### src/rtl/divmod_pow2_seq.sv
// Sequential divide/modulo of a WIDTH-bit operand by 2^k, one shift per clock.
// Build option DIVMOD_SIGNED_EN: two's-complement operand with arithmetic (floor) shift.
module divmod_pow2_seq #(
    parameter int WIDTH = 8,
    parameter int KW    = $clog2(WIDTH + 1)
) (
    input  logic             clk,
    input  logic             reset,
    input  logic             activate,
    input  logic [WIDTH-1:0] a,
    input  logic [KW-1:0]    k,
    output logic [WIDTH-1:0] div,
    output logic [WIDTH-1:0] mod,
    output logic             busy,
    output logic             endop
);

    localparam logic [1:0] ST_IDLE  = 2'd0;
    localparam logic [1:0] ST_SHIFT = 2'd1;
    localparam logic [1:0] ST_DONE  = 2'd2;

    localparam logic [KW-1:0] K_MAX = KW'(WIDTH);

    logic [1:0]       state;
    logic [WIDTH-1:0] quo_q;
    logic [WIDTH-1:0] rem_q;
    logic [KW-1:0]    keff_q;
    logic [KW-1:0]    cnt_q;

    logic [KW-1:0]    keff_in;
    logic             fill_bit;
    logic [WIDTH-1:0] rem_ins;

    function automatic logic [KW-1:0] clamp_k(input logic [KW-1:0] kin);
        return (kin > K_MAX) ? K_MAX : kin;
    endfunction

    assign keff_in = clamp_k(k);

`ifdef DIVMOD_SIGNED_EN
    assign fill_bit = quo_q[WIDTH-1];
`else
    assign fill_bit = 1'b0;
`endif

    // The bit leaving the quotient lands at the remainder position equal to the shift index.
    always_comb begin
        rem_ins = rem_q;
        for (int i = 0; i < WIDTH; i++) begin
            if (KW'(i) == cnt_q)
                rem_ins[i] = quo_q[0];
        end
    end

    always_ff @(posedge clk or posedge reset) begin
        if (reset) begin
            state  <= ST_IDLE;
            quo_q  <= '0;
            rem_q  <= '0;
            keff_q <= '0;
            cnt_q  <= '0;
            div    <= '0;
            mod    <= '0;
            busy   <= 1'b0;
            endop  <= 1'b0;
        end else begin
            endop <= 1'b0;
            case (state)
                ST_IDLE: begin
                    if (activate) begin
                        quo_q  <= a;
                        rem_q  <= '0;
                        cnt_q  <= '0;
                        keff_q <= keff_in;
                        busy   <= 1'b1;
                        state  <= (keff_in == '0) ? ST_DONE : ST_SHIFT;
                    end
                end
                ST_SHIFT: begin
                    quo_q <= {fill_bit, quo_q[WIDTH-1:1]};
                    rem_q <= rem_ins;
                    cnt_q <= cnt_q + KW'(1);
                    if (cnt_q + KW'(1) == keff_q)
                        state <= ST_DONE;
                end
                ST_DONE: begin
                    // Outputs change only here, so partial shift values never appear.
                    div   <= quo_q;
                    mod   <= rem_q;
                    endop <= 1'b1;
                    busy  <= 1'b0;
                    state <= ST_IDLE;
                end
                default: state <= ST_IDLE;
            endcase
        end
    end

endmodule

### config.mk
export PLATFORM = sky130hd
export DESIGN_NAME = divmod_pow2_seq
export DESIGN_NICKNAME = d
export VERILOG_FILES = /design/src/rtl/divmod_pow2_seq.sv
export SDC_FILE = /design/constraint.sdc
export NUM_CORES = 1
export LEC_CHECK = 0
export BUFFER_PORTS_ARGS = -buffer_cell sky130_fd_sc_hd__buf_2
export CAP_MARGIN = 20
export CORE_UTILIZATION = 55
export DETAILED_ROUTE_END_ITERATION = 10
export GPL_TIMING_DRIVEN = 0
export PLACE_DENSITY = 0.75
export SLEW_MARGIN = 20
export SYNTH_ARGS = -nofsm -noshare
export SYNTH_HDL_FRONTEND = slang
export SYNTH_SLANG_ARGS = --single-unit
### constraint.sdc
create_clock -name clk -period 1.7 [get_ports clk]
set_input_delay 0.085 -clock clk [delete_from_list [all_inputs] [get_ports clk]]
set_output_delay 0.085 -clock clk [all_outputs]
set_load 0.02 [all_outputs]
==> run metrics <==
clock power share 14.5%; Detail Route Antenna Nets 0; final setup violation count 0; initial drt markers 37; Die H 63.2 um; outcome finished, final reports clean; clk sink count 44; H-tree depth 2; drc violations 0; CTS tree yes; Worst Path Max Fanout 7; post-layout min period 1.57 ns; hold slack 0.0312 ns; syn avg cell area 11.1 sq um; Chip Width 63.2 um; DR vias 1494; Initial Utilization 59.3%; max_cap viols 0; post-synthesis sequential area ratio 53.5%; Achievable Freq 0.636 GHz; Area Growth Syn to Fin 17.3%; Post-Syn Area 0.00206 sq mm; switching portion of total power 40.8%; vias in the first global route 1439; Distinct cells, synth 33; fin area 0.00241 sq mm; initial antenna violation count 0; CTS clk-pin slew, worst paths 0.07 ns; Hold Path Class in -> reg; combinational cell fraction of total power 46.5%; CTS Buffer Depth 2; Setup TNS 0 ns; Pins Over Slew Limit 0; FFs w/ async S/R, synth 100%; Ports 33; # port buffers 32; worst-case clock skew 0.00711 ns; internal power 2.73 mW; DP Area 0.00229 sq mm; Pwr Density 1910 mW/mm^2; Total GRT Usage 22.9%; First-pass DRT Iterations 4; cells along the critical path ha_2 -> xor3_1 -> a2111oi_4 -> a21oi_1; vias per std cell 5.45; CP bufs+invs 0; Crit Path Class reg -> reg; #FFs+latches synth 44; Synthesized Nets 204; EDFF count, synth 0; largest net degree at the start of global routing 30; Ys Warns 0; Leak 1.24 nW; register share of total power 38.9%; CP max stage cell dfrtp_1; endpoints failing hold 0; Max stage delay on crit path 0.43 ns; Worst EP required 1.88 ns; first-pass GRT wire length 6.95 mm; Clock Root Buffer clkbuf_8; GP Congestion 0.780; VDD IR max 1010 uV; Worst setup EP type flop; final wirelength 3.91 mm; Synth Flop Type dfrtp_1; RSZ-0062 raised after global routing no; total gr overflow 0; CTS buffer count 5; worst-margin pin slew 0.433 ns; core area 0.00347 sq mm; layout cell share with drive strength beyond 1 30.7%; Antenna diodes 0; Final Net Count 246; Setup crit start kind flop; worst skew pair latency 0.30 ns; Die ar. 0.00399 sq mm; CP arrival 1.75 ns; site row count 21; fin crit share 92.5%; delay-heaviest family, CP compound AO/OA/AOI/OAI gates; DP Wirelength 2.94 mm; setup bufs post-CTS 0; Switching Power 1.88 mW; Max-slew headroom 71.1%; post-synthesis cell count 185; DR WL/cell 14.3 um
[cell usage after synthesis, types with 2 or more instances]
library cell	n	share of area (%)
dfrtp_1	44	54
nand2_1	30	5.5
a21oi_1	16	3.9
mux2_2	16	8.8
o21ai_0	9	2.2
and3_1	8	2.4
o22ai_1	8	2.4
buf_2	7	1.7
and3b_1	6	2.6
inv_1	5	0.91
ha_1	4	2.4
xnor2_1	4	1.7
a22o_1	3	1.3
nand3b_1	3	1.1
nor2b_1	3	0.91
clkbuf_1	2	0.37
[area by class of cell]
type / instances / area (sq um)
Clock buffer: 7 / 86.3
Timing Repair Buffer: 35 / 200
Buffer: 10 / 50.0
Fill cell: 278 / 1060
Tap cell: 46 / 57.6
Clock inverter: 1 / 7.51
Multi-Input combinational cell: 126 / 890
Inverter: 5 / 18.8
Sequential cell: 44 / 1100
[worst paths after layout]
| check | startpoint | slack [ns] | depth (start not counted) | to |
|---|---|---|---|---|
| max in group asynchronous | reset | 0.93 | 4 | cnt_q[0] |
| min | k[3] | 0.03 | 3 | keff_q[3] |
| min reg2reg | busy | 0.48 | 2 | busy |
| max reg2reg | cnt_q[1] | 0.13 | 4 | state[0] |
| min in group asynchronous | reset | 0.29 | 3 | endop |
| max | cnt_q[1] | 0.13 | 4 | state[0] |
[flip-flops by register name, indices dropped and copies added, names as in the netlist]
signal	count
rem_q	8
keff_q	4
quo_q	8
cnt_q	4
state	2
busy	1
endop	1
mod	8
div	8
[per-stage QoR]
stage	instances	util (%)	setup slack (ns)	power, mW
6_report	274	69.6	0.127	4.61
4_1_cts	274	69.4	0.0406	4.64
3_5_place_dp	264	66.2	0.0519	3.96
2_1_floorplan	185	-	0.211	3.37
3_3_place_gp	263	65.6	0.0805	3.84
5_1_grt	274	69.6	0.0123	4.97
[power by group through the flow]
stage	logic (mW)	clock network, mW	registers, mW
2_1_floorplan	1.43	0	1.95
3_5_place_dp	2.15	0	1.82
6_report	2.15	0.670	1.80
5_1_grt	2.38	0.731	1.86
4_1_cts	2.16	0.684	1.79
3_3_place_gp	2.06	0	1.78
[layout by cell type, fill, tap and decap left out, types with 2 or more instances in the layout]
| cell | n |
|---|---|
| nand3b_1 | 3 |
| nand2_1 | 30 |
| and3_1 | 8 |
| nor2b_1 | 3 |
| a21oi_1 | 16 |
| a22o_1 | 3 |
| dlygate4sd3_1 | 2 |
| o22ai_1 | 8 |
| inv_1 | 4 |
| ha_1 | 3 |
| clkbuf_8 | 6 |
| mux2_2 | 16 |
| buf_2 | 39 |
| and3b_1 | 6 |
| xnor2_1 | 4 |
| clkbuf_1 | 3 |
| dfrtp_1 | 43 |
| o21ai_0 | 9 |
[cell families after synthesis]
| group | share of synthesized area, % |
|---|---|
| AO/OA/AOI/OAI | 12.5 |
| XOR/XNOR | 3.28 |
| adder cells (fa/ha/maj) | 2.43 |
| buffers and inverters | 3.35 |
| flip-flops | 53.5 |
| multiplexers | 8.76 |
| AND/OR/NAND/NOR | 16.1 |
[layer usage]
metal  track usage [%]  vias up  wire length, um
met2              36.7       38             1910
met4              8.72        0               68
met1              30.4      719             1780
met3              5.07        6              153
li1                  -      731                -
met5                 0        -                0
[timing repair]
item,in CTS,in global routing
hold endpoints to repair,16,0
hold buffers,2,0
resized for setup,0,2
setup endpoints to repair,0,2
[worst min-delay path, stage by stage]
cell     delay (ns)
buf_2          0.11
nand2_1        0.05
nand2_1        0.05
Note: power is estimated with default switching activity, not from simulation.
